## config.mk

```make
export PLATFORM = sky130hd
export DESIGN_NAME = branch_scanner_flat
export DESIGN_NICKNAME = d
export VERILOG_FILES = /design/src/rtl/branch_scanner_if.sv /design/src/rtl/branch_scanner.sv /design/src/flat_wrapper.sv
export SDC_FILE = /design/constraint.sdc
export NUM_CORES = 1
export LEC_CHECK = 0
export CELL_PAD_IN_SITES_DETAIL_PLACEMENT = 2
export CELL_PAD_IN_SITES_GLOBAL_PLACEMENT = 2
export CORE_MARGIN = 2
export CORE_UTILIZATION = 31
export CTS_BUF_LIST = sky130_fd_sc_hd__clkbuf_16
export DETAILED_ROUTE_END_ITERATION = 7
export HOLD_SLACK_MARGIN = 0.05
export PLACE_DENSITY = 0.91
export SLEW_MARGIN = 10
export SYNTH_ARGS = -nofsm -noshare
export SYNTH_HDL_FRONTEND = slang
export SYNTH_SLANG_ARGS = --single-unit
```

## constraint.sdc

```tcl
create_clock -name clock -period 5.3 [get_ports clock]
set_input_delay 1.06 -clock clock [delete_from_list [all_inputs] [get_ports clock]]
set_output_delay 1.06 -clock clock [all_outputs]
set_load 0.01 [all_outputs]
```

## src/rtl/branch_scanner_if.sv

```systemverilog
// Purpose: bundles the fetch/control-facing signals of the forward-branch
//          skip engine.
// Ports (master = fetch/state-logic side, slave = branch_scanner):
//   start        master->slave  one-cycle pulse: begin skip scan
//   instr_valid  master->slave  instr_in carries a valid op_code
//   instr_in     master->slave  op_code from fetch
//   instr_out    slave->master  op_code to core_control (NOP unless idle)
//   pc_advance   slave->master  request fetch to advance PC
//   busy         slave->master  scan or error in progress
//   done         slave->master  one-cycle pulse: matching CBB consumed
//   overflow     slave->master  sticky nesting-depth overflow
//   depth        slave->master  current nesting depth
interface branch_scanner_if #(
   parameter int unsigned DEPTH_W = 8,
   parameter int unsigned OP_W    = 4
);
   logic               start;
   logic               instr_valid;
   logic [OP_W-1:0]    instr_in;
   logic [OP_W-1:0]    instr_out;
   logic               pc_advance;
   logic               busy;
   logic               done;
   logic               overflow;
   logic [DEPTH_W-1:0] depth;

   modport master (
      output start, instr_valid, instr_in,
      input  instr_out, pc_advance, busy, done, overflow, depth
   );

   modport slave (
      input  start, instr_valid, instr_in,
      output instr_out, pc_advance, busy, done, overflow, depth
   );
endinterface

```

## src/rtl/branch_scanner.sv

```systemverilog
// Purpose: forward-branch skip engine between instruction fetch and
//          core_control. On start it consumes fetched op_codes, tracks
//          CBF/CBB nesting and emits NOP until the matching CBB is consumed;
//          otherwise instructions pass through unchanged.
// Ports:
//   clock  core clock, rising-edge state updates
//   reset  asynchronous, active-high reset
//   bus    branch_scanner_if.slave (start/instr_valid/instr_in in;
//          instr_out/pc_advance/busy/done/overflow/depth out)
module branch_scanner #(
   parameter int unsigned       DEPTH_W = 8,
   parameter int unsigned       OP_W    = 4,
   parameter logic [OP_W-1:0]   NOP_OP  = '0,
   parameter logic [OP_W-1:0]   CBF_OP  = OP_W'(7),
   parameter logic [OP_W-1:0]   CBB_OP  = OP_W'(8)
) (
   input  logic               clock,
   input  logic               reset,
   branch_scanner_if.slave    bus
);

   typedef enum logic [1:0] {
      IDLE,
      SCAN,
      DONE,
      ERROR
   } state_t;

   localparam logic [DEPTH_W-1:0] ONE = DEPTH_W'(1);

   state_t             state;
   logic [DEPTH_W-1:0] depth_q;
   logic               overflow_q;
   logic               busy_q;
   logic               done_q;
   logic               pass_q;   // high exactly in IDLE: instr_in goes straight through

   always_ff @(posedge clock or posedge reset) begin
      if (reset) begin
         state      <= IDLE;
         depth_q    <= '0;
         overflow_q <= 1'b0;
         busy_q     <= 1'b0;
         done_q     <= 1'b0;
         pass_q     <= 1'b1;
      end else begin
         done_q <= 1'b0;
         case (state)
            IDLE: begin
               if (bus.start) begin
                  depth_q <= ONE;
                  state   <= SCAN;
                  busy_q  <= 1'b1;
                  pass_q  <= 1'b0;
               end
            end
            SCAN: begin
               if (bus.instr_valid) begin
                  if (bus.instr_in == CBF_OP) begin
                     // Saturate into ERROR rather than wrap the counter.
                     if (depth_q == '1) begin
                        overflow_q <= 1'b1;
                        state      <= ERROR;
                     end else begin
                        depth_q <= depth_q + ONE;
                     end
                  end else if (bus.instr_in == CBB_OP) begin
                     if (depth_q == ONE) begin
                        depth_q <= '0;
                        state   <= DONE;
                        busy_q  <= 1'b0;
                        done_q  <= 1'b1;
                     end else begin
                        depth_q <= depth_q - ONE;
                     end
                  end
               end
            end
            DONE: begin
               state  <= IDLE;
               pass_q <= 1'b1;
            end
            ERROR: begin
               state <= ERROR;
            end
            default: begin
               state  <= IDLE;
               busy_q <= 1'b0;
               pass_q <= 1'b1;
            end
         endcase
      end
   end

   assign bus.instr_out  = pass_q ? bus.instr_in : NOP_OP;
   assign bus.pc_advance = (state == SCAN) && bus.instr_valid;
   assign bus.busy       = busy_q;
   assign bus.done       = done_q;
   assign bus.overflow   = overflow_q;
   assign bus.depth      = depth_q;

endmodule

```

## src/flat_wrapper.sv

```systemverilog
// flat-port wrapper written by rule: the top's interface ports become plain ports
module branch_scanner_flat 
#(
   parameter int unsigned       DEPTH_W = 8,
   parameter int unsigned       OP_W    = 4,
   parameter logic [OP_W-1:0]   NOP_OP  = '0,
   parameter logic [OP_W-1:0]   CBF_OP  = OP_W'(7),
   parameter logic [OP_W-1:0]   CBB_OP  = OP_W'(8)
)
  (clock, reset, bus_start, bus_instr_valid, bus_instr_in, bus_instr_out, bus_pc_advance, bus_busy, bus_done, bus_overflow, bus_depth);
  branch_scanner_if #(.DEPTH_W(DEPTH_W), .OP_W(OP_W)) bus_i ();
  input  logic clock;
  input  logic reset;
  input wire logic [$bits(bus_i.start)-1:0] bus_start;
  input wire logic [$bits(bus_i.instr_valid)-1:0] bus_instr_valid;
  input wire logic [$bits(bus_i.instr_in)-1:0] bus_instr_in;
  output wire logic [$bits(bus_i.instr_out)-1:0] bus_instr_out;
  output wire logic [$bits(bus_i.pc_advance)-1:0] bus_pc_advance;
  output wire logic [$bits(bus_i.busy)-1:0] bus_busy;
  output wire logic [$bits(bus_i.done)-1:0] bus_done;
  output wire logic [$bits(bus_i.overflow)-1:0] bus_overflow;
  output wire logic [$bits(bus_i.depth)-1:0] bus_depth;
  assign bus_i.start = bus_start;
  assign bus_i.instr_valid = bus_instr_valid;
  assign bus_i.instr_in = bus_instr_in;
  assign bus_instr_out = bus_i.instr_out;
  assign bus_pc_advance = bus_i.pc_advance;
  assign bus_busy = bus_i.busy;
  assign bus_done = bus_i.done;
  assign bus_overflow = bus_i.overflow;
  assign bus_depth = bus_i.depth;
  branch_scanner #(.DEPTH_W(DEPTH_W), .OP_W(OP_W), .NOP_OP(NOP_OP), .CBF_OP(CBF_OP), .CBB_OP(CBB_OP)) u_core (.clock(clock), .reset(reset), .bus(bus_i));
endmodule
```

# After elaboration in Yosys (flattened, before gate mapping)
# Index checks and enable logic that the tools add are counted.
[word_totals] regBits=14 in_bits=8 out_inout_bits=16 word_cells=61
[classes] addsub=2 eq_ne=16 n_mux=28 n_reduce_logical=9
[op_table] op="8-bit two-way mux" count=6
[op_table] op="8-bit case mux with 2 select lines" count=1
[op_table] op="2-bit two-way mux" count=6
[op_table] op="1-bit two-way mux" count=11
[op_table] op="5-bit AND reduction" count=2
[op_table] op="8-bit by 1-bit adder with 8-bit output, second input constant" count=1
[op_table] op="8-bit by 1-bit == test with 1-bit output, second input constant" count=1
[op_table] op="8-bit == test, second input constant" count=1
[op_table] op="2-bit case mux with 4 select lines" count=1
[op_table] op="8-bit by 1-bit subtractor with 8-bit output, second input constant" count=1
[op_table] op="2-bit inequality test, second input constant" count=3
[op_table] op="3-bit by 1-bit inequality test with 1-bit output, second input constant" count=2
[op_table] op="3-bit inequality test, second input constant" count=2
[op_table] op="6-bit AND reduction" count=1
[op_table] op="2-bit == test, second input constant" count=2
[op_table] op="4-bit by 3-bit == test with 1-bit output, second input constant" count=1
[op_table] op="4-bit == test, second input constant" count=1
[op_table] op="4-bit two-way mux" count=1
[op_table] op="2-bit by 1-bit inequality test with 1-bit output, second input constant" count=2
[op_table] op="1-bit case mux with 2 select lines" count=2
[op_table] op="4-bit AND reduction" count=1
[op_table] op="2-bit nonzero test" count=2
[op_table] op="2-bit by 1-bit == test with 1-bit output, second input constant" count=1
[op_table] op="2-bit zero test" count=1
[op_table] op="2 further kinds" count=2

# Logic depth before layout (Yosys ltp)
# Gate-level depths: netlist of run 1.
[depth] word_depth=6 ltp_mapped=7 ltp_nobuf=7

# Worst setup path after synthesis of run 1
# Ideal clock, no wire load.
[synth_timing] path_kind="input port to flip-flop" start="input bus_instr_in[2]" end="register u_core.depth_q[5] (netlist: u_core.bus.depth[5])" setup_ns=0.132 arrival_ns=2.344 required_time_ns=5.168 slack_ns=2.825 stages=5 path_buffers=0 path_cell_list="or4b_4 > a21bo_2 > o22a_2 > o21ai_0 > o31ai_1"
[synth_via] elab_chain_len=4 elab_cells_between_ends=8 cone_classes="eq/ne (4); mux (3); reduce/logical (1)"
[synth_rtl] item="from (decl)" line_no="flat_wrapper.sv:16" source="input wire logic [$bits(bus_i.instr_in)-1:0] bus_instr_in;"
[synth_rtl] item="4-bit by 3-bit == test with 1-bit output" line_no="branch_scanner.sv:59" source="if (bus.instr_in == CBF_OP) begin"
[synth_rtl] item="8-bit two-way mux" line_no="branch_scanner.sv:59"
[synth_rtl] item="8-bit two-way mux" line_no="branch_scanner.sv:58" source="if (bus.instr_valid) begin"
[synth_rtl] item="8-bit case mux with 2 select lines" line_no="branch_scanner.sv:48" source="case (state)"
[synth_rtl] item="to (signal assigned)" line_no="branch_scanner.sv:65" source="depth_q <= depth_q + ONE;"
[synth_rtl] item="to (signal assigned)" line_no="branch_scanner.sv:74" source="depth_q <= depth_q - ONE;"
[synth_rtl] item="to (decl)" line_no="branch_scanner.sv:32" source="logic [DEPTH_W-1:0] depth_q;"
# Parallel ways exist; a longest one is shown, timed or not. The select of a mux whose other input is x is not followed.
# A chain may end at the register's enable or synchronous reset.

# Final worst setup path of run 1
[layout_timing] start="input bus_instr_valid" end="output bus_pc_advance"
[layout_via] elab_chain_len=1
[layout_rtl] item="from (decl)" line_no="flat_wrapper.sv:15" source="input wire logic [$bits(bus_i.instr_valid)-1:0] bus_instr_valid;"
[layout_rtl] item="1-bit logical AND" line_no="branch_scanner.sv:96" source="assign bus.pc_advance = (state == SCAN) && bus.instr_valid;"
[layout_rtl] item="to (decl)" line_no="flat_wrapper.sv:18" source="output wire logic [$bits(bus_i.pc_advance)-1:0] bus_pc_advance;"
# Every way passes these cells.

==> results of run 1 <==
metal layers:
| metal | vias to the layer above | GRT usage [%] |
|---|---|---|
| met5 | - | 0 |
| li1 | 481 | - |
| met2 | 35 | 37.69 |
| met4 | 0 | 7.903 |
| met1 | 513 | 26.06 |
| met3 | 9 | 3.782 |
cells in the final DEF, fill, tap and decap left out, types with 2 or more instances in the layout:
| cell | count |
|---|---|
| clkdlybuf4s50_1 | 23 |
| dfrtp_1 | 13 |
| nand2_1 | 10 |
| o21ai_0 | 10 |
| nor2_1 | 8 |
| a21oi_1 | 7 |
| inv_1 | 6 |
| nor4_1 | 5 |
| o31ai_1 | 5 |
| nor3_1 | 5 |
| nor4b_1 | 4 |
| and2_1 | 4 |
| nand3_1 | 3 |
| ha_1 | 3 |
| clkbuf_16 | 3 |
| nor2b_1 | 2 |
| or4b_4 | 2 |
| nand2b_1 | 2 |
worst max-delay path, stage by stage:
cell	delay, ns
clkdlybuf4s50_1	0.51
and3b_1	0.25
clkdlybuf4s50_1	0.56
worst max path at each step:
stage                                endpoint  slack [ns]  cells after the start
after global placement         bus_pc_advance        1.86                      3
final                          bus_pc_advance        1.86                      3
after detailed placement       bus_pc_advance        1.87                      3
after CTS                      bus_pc_advance        1.86                      3
after floorplan           u_core.bus.depth[5]        2.82                      5
after global routing           bus_pc_advance        1.78                      3
sequential cells by signal, summed over array words and instances, names as in the netlist:
register             count
u_core.bus.depth         8
u_core.bus.busy          1
u_core.bus.overflow      1
u_core.state             2
u_core.pass_q            1
u_core.bus.done          1
through the flow:
step                      util [%]  setup slack [ns]  cell area, µm²  power (mW)
after floorplan                  -             2.825            1021      0.4662
after global placement       40.85             1.863            1267      0.6113
after detailed placement     40.85             1.872            1267      0.6221
after CTS                    43.39             1.855            1346      0.7834
after global routing         43.39             1.778            1346      0.8408
final                        43.39             1.863            1346      0.7805
final cells by class:
| class | count | area [µm²] |
|---|---|---|
| fillers | 353 | 1757 |
| multi-input cells | 92 | 608.1 |
| flip-flops and latches | 14 | 351.6 |
| repair buffers | 23 | 230.2 |
| clock buffers | 3 | 75.07 |
| well taps | 44 | 55.05 |
| inverters | 6 | 22.52 |
| clock inverters | 1 | 3.754 |
cell families after synthesis:
family / synth area share [%]
fa+ha+maj: 3.677
compound gates: 20.71
simple gates: 32.23
xor+xnor: 0.8580
mux: 2.083
buf+inv: 6.004
flops: 34.44
power groups by stage:
stage	Clock [mW]	Sequential, mW	Combinational (mW)
after global routing	0.156	0.235	0.450
after floorplan	0	0.207	0.260
after CTS	0.151	0.225	0.408
final	0.150	0.225	0.406
after detailed placement	0	0.225	0.397
after global placement	0	0.223	0.389
==> flow_metrics.tcl, run 1 <==
set metrics [dict create \
    antenna_left 0 \
    track_usage_pct 21.40 \
    wl_um 3415 \
    r2r-end "u_core.bus.depth[6]" \
    n_antenna_cell 0 \
    synth_cells 117 \
    p_switching_uw 329.5 \
    cts_buffer_depth 2 \
    p_leak_nw 0.4984 \
    wl_met3_um 166 \
    p_sw_share_pct 42.22 \
    setup_viol 0 \
    holdPathStages 1 \
    cts_resized 0 \
    grt_pass1_wl_um 5782 \
    min_path_type "reg2reg" \
    die_area_um2 3769 \
    cp_data_required_time_ns 4.24 \
    p_per_area_nw_per_um2 579.8 \
    cp-end-kind "output port" \
    first_global_vias 1116 \
    rows 20 \
    startpoint "bus_instr_valid" \
    postCtsSetupBuffers 0 \
    maxCapViolCount 0 \
    yosysTopAreaCellShare_pct 31.86 \
    worstHoldStart "u_core.bus.overflow" \
    drcViolationCount 0 \
    finalCriticalPeriod_ns 3.437 \
    internal_power_uw 451.0 \
    setup_tns_ns 0 \
    gp_congestion 0.8279 \
    grt_max_degree 15 \
    ir_drop_mv 0.1744 \
    drive_above_1_share_pct 10.79 \
    ctsRootBufferMaster "clkbuf_16" \
    ioPinCount 24 \
    nets 151 \
    synthMostInstantiatedCell "dfrtp_1" \
    power_frac_clock_pct 19.2 \
    status "completed" \
    dr.pass1.iters 4 \
    post_synth_main_area_contributors "dfrtp_1 (32%), o21ai_0 (4.9%), ha_1 (3.7%)" \
    fin_cells 183 \
    cp.arrival_ns 2.38 \
    holdBufCountCts 0 \
    hold_viol 0 \
    die_x_um 61.39 \
    clk_pin_slew_ns 0.05 \
    yosysWarningCount 0 \
    dr_wl_met2_um 1651 \
    min_period_over_period_pct 64.85 \
    finClkSkew_ns 0.001387 \
    met1_length_um 1511 \
    rr_worst_depth 7 \
    rsz0062_at_grt "no" \
    synth-seq-area-share_pct 34.44 \
    die_h_um 61.39 \
    routed_via_density 5.672 \
    drv_slew 0 \
    initial_core_util_pct 32.90 \
    hold_end "u_core.bus.overflow" \
    synth_ff_type "dfrtp_1" \
    synthDistinctLibCells 42 \
    coreArea_um2 3103 \
    clock_sinks 14 \
    dr_total_vias 1038 \
    max_slew_margin_pct 59.44 \
    crit_type "in2out" \
    dp_cells 179 \
    grt-ovfl-total 0 \
    tritoncts "done" \
    combPwrFrac_pct 52.0 \
    avgSynthCellArea_um2 8.726 \
    synth_edf_count 0 \
    max_freq_ghz 0.2909 \
    timing.rr.start "u_core.bus.depth[1]" \
    power_frac_seq_pct 28.8 \
    start_kind "input pin" \
    hold_ws_ns 0.5171 \
    synth_largest_area_cell "dfrtp_1" \
    syn_nets 128 \
    rrSetupSlack_ns 2.97 \
    clkLatencyLatePin_ns 0.25 \
    worst_pin_slew_ns 0.6077 \
    drt_iter0_drc 24 \
    ys_ff_latch 14 \
    worstPathMaxFanout 4 \
    synthTopCellsByCount "dfrtp_1 (13), nand2_1 (10), o21ai_0 (10)" \
    highest_layer "met4" \
    portBuffers 23 \
    synthArstFlopShare_pct 100.0 \
    numCtsBuffers 3 \
    syn2layout_area_growth_pct 31.86 \
    antenna_found_initial 0 \
    h-tree-depth 1 \
    dp_hpwl_um 2469 \
    wl_per_cell_um 18.66 \
    syn_area_um2 1021 \
]
Note: power is estimated with default switching activity, not from simulation.
==> inputs of run 2 (changes only) <==
--- a/config.mk
+++ b/config.mk
@@ -8,11 +8,11 @@
 export CELL_PAD_IN_SITES_DETAIL_PLACEMENT = 2
 export CELL_PAD_IN_SITES_GLOBAL_PLACEMENT = 2
 export CORE_MARGIN = 2
-export CORE_UTILIZATION = 31
+export CORE_UTILIZATION = 26
 export CTS_BUF_LIST = sky130_fd_sc_hd__clkbuf_16
 export DETAILED_ROUTE_END_ITERATION = 7
 export HOLD_SLACK_MARGIN = 0.05
-export PLACE_DENSITY = 0.91
+export PLACE_DENSITY = 0.83
 export SLEW_MARGIN = 10
 export SYNTH_ARGS = -nofsm -noshare
 export SYNTH_HDL_FRONTEND = slang
==> constraint.sdc (replaced) <==
create_clock -name clock -period 3.1 [get_ports clock]
set_input_delay 0.62 -clock clock [delete_from_list [all_inputs] [get_ports clock]]
set_output_delay 0.62 -clock clock [all_outputs]
set_load 0.01 [all_outputs]
==> run 2 against run 1 <==
Net effect: global-route usage is 4.6 points lower; hold slack worse by 0.060 ns; critical path depth stayed put; non-clock buffer count is 2 higher; sequential share of layout area is 0.38 points lower; clock skew is 0.0045 ns higher; critical endpoint unchanged; largest cell class unchanged; largest power group unchanged.
==> flow_metrics.tcl, run 2 (synthesis gave the netlist of run 1 again) <==
set metrics [dict create \
    postCtsSetupBuffers 0 \
    max_stage_delay_ns 0.56 \
    die_x_um 66.67 \
    tritoncts "done" \
    drt_iter0_drc 54 \
    finalCriticalPeriod_ns 2.571 \
    placed_area_um2 1287 \
    h-tree-depth 1 \
    drv_slew 0 \
    setup_ws_ns 0.5289 \
    clk_pin_slew_ns 0.05 \
    min_path_type "reg2reg" \
    clkLatencyLatePin_ns 0.24 \
    max_slew_margin_pct 61.68 \
    initial_core_util_pct 27.47 \
    holdBufCountCts 0 \
    first_global_vias 1132 \
    die_h_um 66.67 \
    p_per_area_nw_per_um2 958.9 \
    crit_type "in2out" \
    cp.arrival_ns 1.95 \
    drive_above_1_share_pct 12.06 \
    cp_data_required_time_ns 2.48 \
    dp_hpwl_um 2589 \
    cp-end-kind "output port" \
    portBuffers 23 \
    setup_tns_ns 0 \
    gp_congestion 0.9104 \
    p_leak_nw 0.5081 \
    antenna_found_initial 0 \
    power_frac_clock_pct 19.0 \
    clock_sinks 14 \
    power_frac_seq_pct 29.6 \
    min_period_over_period_pct 82.94 \
    status "completed" \
    slowest_stage "clkdlybuf4s50_1" \
    largest_reg_flops 8 \
    max_freq_ghz 0.3889 \
    nFillCells 428 \
    worst_pin_slew_ns 0.5742 \
    routed_via_density 5.439 \
    hold_viol 0 \
    die_area_um2 4444 \
    syn2layout_area_growth_pct 33.82 \
    coreArea_um2 3716 \
    internal_power_uw 768.4 \
    drcViolationCount 0 \
    pre_cts_ws_ns 0.4356 \
    path_cells "clkdlybuf4s50_1 -> and3b_1 -> clkdlybuf4s50_1" \
    ioPinCount 24 \
    numCtsBuffers 3 \
    n_antenna_cell 0 \
    worstPathMaxFanout 4 \
    track_usage_pct 16.81 \
    critPathMostFrequentCell "clkdlybuf4s50_1" \
    cts_buffer_depth 2 \
    nets 153 \
    final_common_cell "clkdlybuf4s50_1" \
    antenna_left 0 \
    p_switching_uw 541.8 \
    wl_um 3393 \
    maxCapViolCount 0 \
    stdcell_area_um2 1366 \
    wl_per_cell_um 17.95 \
    ir_drop_mv 0.3366 \
    finClkSkew_ns 0.005894 \
    setup_viol 0 \
    start_kind "input pin" \
    ctsRootBufferMaster "clkbuf_16" \
    dr_total_vias 1028 \
    grt_max_degree 15 \
    p_sw_share_pct 41.35 \
    mostFrequentLayoutCells "clkdlybuf4s50_1 (23), dfrtp_1 (13), nand2_1 (10), o21ai_0 (10), nor2_1 (8)" \
    combPwrFrac_pct 51.4 \
    cts_resized 0 \
    rows 22 \
    grt-ovfl-total 0 \
    dr.pass1.iters 4 \
    rsz0062_at_grt "no" \
    grt_pass1_wl_um 5699 \
]
## run 2: per-stage QoR
step	hold slack, ns	cells	utilization, %	power, mW
3_3_place_gp	0.4389	185	34.65	1.040
4_1_cts	0.4587	189	36.77	1.326
2_1_floorplan	0.4691	117	-	0.7970
5_1_grt	0.4841	189	36.77	1.414
6_report	0.4574	189	36.77	1.310
3_5_place_dp	0.4477	185	34.65	1.065
## run 2: cell type report
class | instances | area, µm² | share of cell area, %
timing repair buffer | 25 | 245.2 | 17.95
tap | 48 | 60.06 | 4.396
clock buffer | 3 | 75.07 | 5.495
sequential | 14 | 351.6 | 25.73
inverter | 6 | 22.52 | 1.648
clock inverter | 1 | 3.754 | 0.2747
multi-input combinational | 92 | 608.1 | 44.51
## run 2: layer usage
metal / track usage [%] / wire length (µm) / vias up
met2: 29.25 / 1701 / 32
li1: - / - / 489
met3: 3.547 / 144 / 4
met5: 0 / 0 / -
met1: 21.47 / 1506 / 503
met4: 3.061 / 40 / 0
## run 2: worst paths after layout
| check | endpoint | from | cells after the start | slack, ns |
|---|---|---|---|---|
| min | u_core.bus.overflow | u_core.bus.overflow | 1 | 0.46 |
| max | bus_pc_advance | bus_instr_valid | 3 | 0.53 |
| max reg2reg | u_core.state[0] | u_core.bus.depth[1] | 7 | 0.79 |
| min reg2reg | u_core.bus.overflow | u_core.bus.overflow | 1 | 0.46 |
| max in group asynchronous | u_core.bus.depth[7] | reset | 2 | 1.99 |
| min in group asynchronous | u_core.bus.busy | reset | 2 | 0.73 |
## run 2: power groups by stage
stage	clock, mW	combinational, mW	sequential [mW]
after floorplan	0	0.444	0.353
after global placement	0	0.657	0.383
after detailed placement	0	0.673	0.392
after CTS	0.258	0.678	0.390
after global routing	0.262	0.747	0.406
final	0.248	0.674	0.388
## run 2: critical path, delay by kind of cell
family,cells,cell delay (ns)
and+or+nand+nor,1,0.25
buffers and inverters,2,1.08
==> inputs of run 3 (changes only) <==
--- a/config.mk
+++ b/config.mk
@@ -8,11 +8,11 @@
 export CELL_PAD_IN_SITES_DETAIL_PLACEMENT = 2
 export CELL_PAD_IN_SITES_GLOBAL_PLACEMENT = 2
 export CORE_MARGIN = 2
-export CORE_UTILIZATION = 26
+export CORE_UTILIZATION = 29
 export CTS_BUF_LIST = sky130_fd_sc_hd__clkbuf_16
 export DETAILED_ROUTE_END_ITERATION = 7
 export HOLD_SLACK_MARGIN = 0.05
-export PLACE_DENSITY = 0.83
+export PLACE_DENSITY = 0.87
 export SLEW_MARGIN = 10
 export SYNTH_ARGS = -nofsm -noshare
 export SYNTH_HDL_FRONTEND = slang
==> constraint.sdc (replaced) <==
create_clock -name clock -period 2.5 [get_ports clock]
set_input_delay 0.5 -clock clock [delete_from_list [all_inputs] [get_ports clock]]
set_output_delay 0.5 -clock clock [all_outputs]
set_load 0.01 [all_outputs]
==> run 3 against run 2 <==
Net effect: non-clock buffer count is 3 higher; via count grew 3.7%; largest cell class unchanged; largest power group unchanged; clock-buffer cell count did not move; final area increased by 1.5%; combinational power increased by 40%; clock skew shrank 0.0048 ns; power grew 30%; utilization rose by 4.5 points; global-route usage rose by 4.4 points; sequential cell count unchanged.
==> flow_metrics.tcl, run 3 (synthesis gave the netlist of run 1 again) <==
set metrics [dict create \
    status "completed" \
    dp_hpwl_um 2976 \
    finalCriticalPeriod_ns 2.344 \
    rr_worst_depth 7 \
    drcViolationCount 0 \
    portBuffers 23 \
    syn2layout_area_growth_pct 35.78 \
    setup_viol 0 \
    first_global_vias 1267 \
    multiInputGateArea_um2 608.1 \
    clock_sinks 14 \
    start_kind "input pin" \
    initial_core_util_pct 30.36 \
    gp_congestion 0.8485 \
    coreArea_um2 3363 \
    wl_um 3801 \
    worstPathMaxFanout 9 \
    die_h_um 63.34 \
    power_frac_clock_pct 18.5 \
    internal_power_uw 979.7 \
    maxCapViolCount 0 \
    track_usage_pct 21.24 \
    tritoncts "done" \
    dp_cells 186 \
    drt_iter0_drc 56 \
    grt_max_degree 15 \
    h-tree-depth 1 \
    timing.rr.start "u_core.bus.depth[1]" \
    holdPathStages 1 \
    grt_pass1_wl_um 6651 \
    power_frac_seq_pct 26.1 \
    clkLatencyLatePin_ns 0.25 \
    n_antenna_cell 0 \
    routed_via_density 5.611 \
    grt-ovfl-total 0 \
    worst_pin_slew_ns 0.5980 \
    p_switching_uw 726.7 \
    worstHoldStart "u_core.bus.overflow" \
    rsz0062_at_grt "no" \
    cp_data_required_time_ns 2.62 \
    cts_resized 0 \
    combPwrFrac_pct 55.5 \
    min_path_type "reg2reg" \
    p_per_area_nw_per_um2 1231 \
    hold_end "u_core.bus.overflow" \
    max_freq_ghz 0.4267 \
    p_sw_share_pct 42.59 \
    cp.arrival_ns 2.47 \
    pre_cts_ws_ns -0.08405 \
    rrSetupSlack_ns 0.36 \
    p_leak_nw 0.5223 \
    holdBufCountCts 0 \
    postCtsSetupBuffers 0 \
    fin_cells 190 \
    r2r-end "u_core.bus.depth[2]" \
    clk_pin_slew_ns 0.05 \
    p_total_mw 1.706 \
    setup_tns_ns 0 \
    dr_total_vias 1066 \
    crit_type "in2reg" \
    setup_ws_ns 0.1563 \
    ctsRootBufferMaster "clkbuf_16" \
    numCtsBuffers 3 \
    finClkSkew_ns 0.001122 \
    ir_drop_mv 0.3425 \
    hold_viol 0 \
    mostFrequentLayoutCells "clkdlybuf4s50_1 (23), dfrtp_1 (13), nand2_1 (10), o21ai_0 (10), nor2_1 (8)" \
    min_period_over_period_pct 93.75 \
    antenna_found_initial 0 \
    wl_per_cell_um 20.01 \
    cts_buffer_depth 2 \
    nFillCells 395 \
    rows 21 \
    antenna_left 0 \
    largest_reg_flops 8 \
    regArea_um2 351.6 \
    die_x_um 63.34 \
    ioPinCount 24 \
    final_common_cell "clkdlybuf4s50_1" \
    hold_ws_ns 0.4685 \
    drv_slew 0 \
    die_area_um2 4011 \
    dr.pass1.iters 4 \
    max_slew_margin_pct 60.09 \
    drive_above_1_share_pct 13.89 \
    cp-end-kind "flip-flop" \
    nets 156 \
]
## run 3: worst max-delay path, stage by stage
cell,delay (ns)
clkdlybuf4s50_1,0.47
or4b_4,0.58
a21bo_2,0.27
o22a_2,0.30
o21ai_0,0.23
o31ai_1,0.10
## run 3: cell type report
cell class | count | share of cell area [%]
clock inverters | 1 | 0.2708
flip-flops and latches | 14 | 25.36
clock buffers | 3 | 5.415
repair buffers | 28 | 19.31
multi-input cells | 92 | 43.86
well taps | 46 | 4.152
inverters | 6 | 1.625
## run 3: power groups by stage
stage               combinational, mW  clock (mW)  sequential [mW]
floorplan                       0.550           0            0.438
global placement                0.882           0            0.430
detailed placement              0.933           0            0.450
CTS                             0.944       0.314            0.446
global route                     1.03       0.323            0.468
finish                          0.946       0.315            0.445
## run 3: worst max-delay path by stage
stage / start / to / slack, ns / depth (start not counted)
finish: bus_instr_in[2] / u_core.bus.depth[6] / 0.16 / 6
global route: bus_instr_in[2] / u_core.bus.depth[3] / 0.03 / 6
CTS: bus_instr_in[2] / u_core.bus.depth[6] / 0.15 / 6
detailed placement: bus_instr_in[2] / u_core.bus.depth[5] / -0.08 / 6
global placement: bus_instr_in[2] / u_core.bus.depth[3] / 0.03 / 6
floorplan: u_core.bus.depth[1] / u_core.bus.depth[2] / 0.47 / 7
## run 3: stage by stage
step | utilization [%] | area [µm²]
2_1_floorplan | - | 1021
3_3_place_gp | 38.88 | 1308
3_5_place_dp | 38.88 | 1308
4_1_cts | 41.22 | 1386
5_1_grt | 41.22 | 1386
6_report | 41.22 | 1386
## run 3: per-layer routing
metal | share of wire (%) | wire, µm | up-vias | global-route usage (%)
met5 | 0 | 0 | - | 0
met4 | 2.0 | 75 | 0 | 10.87
met3 | 2.4 | 92 | 7 | 2.857
met2 | 50 | 1891 | 30 | 35.79
met1 | 46 | 1743 | 535 | 26.33
li1 | - | - | 494 | -
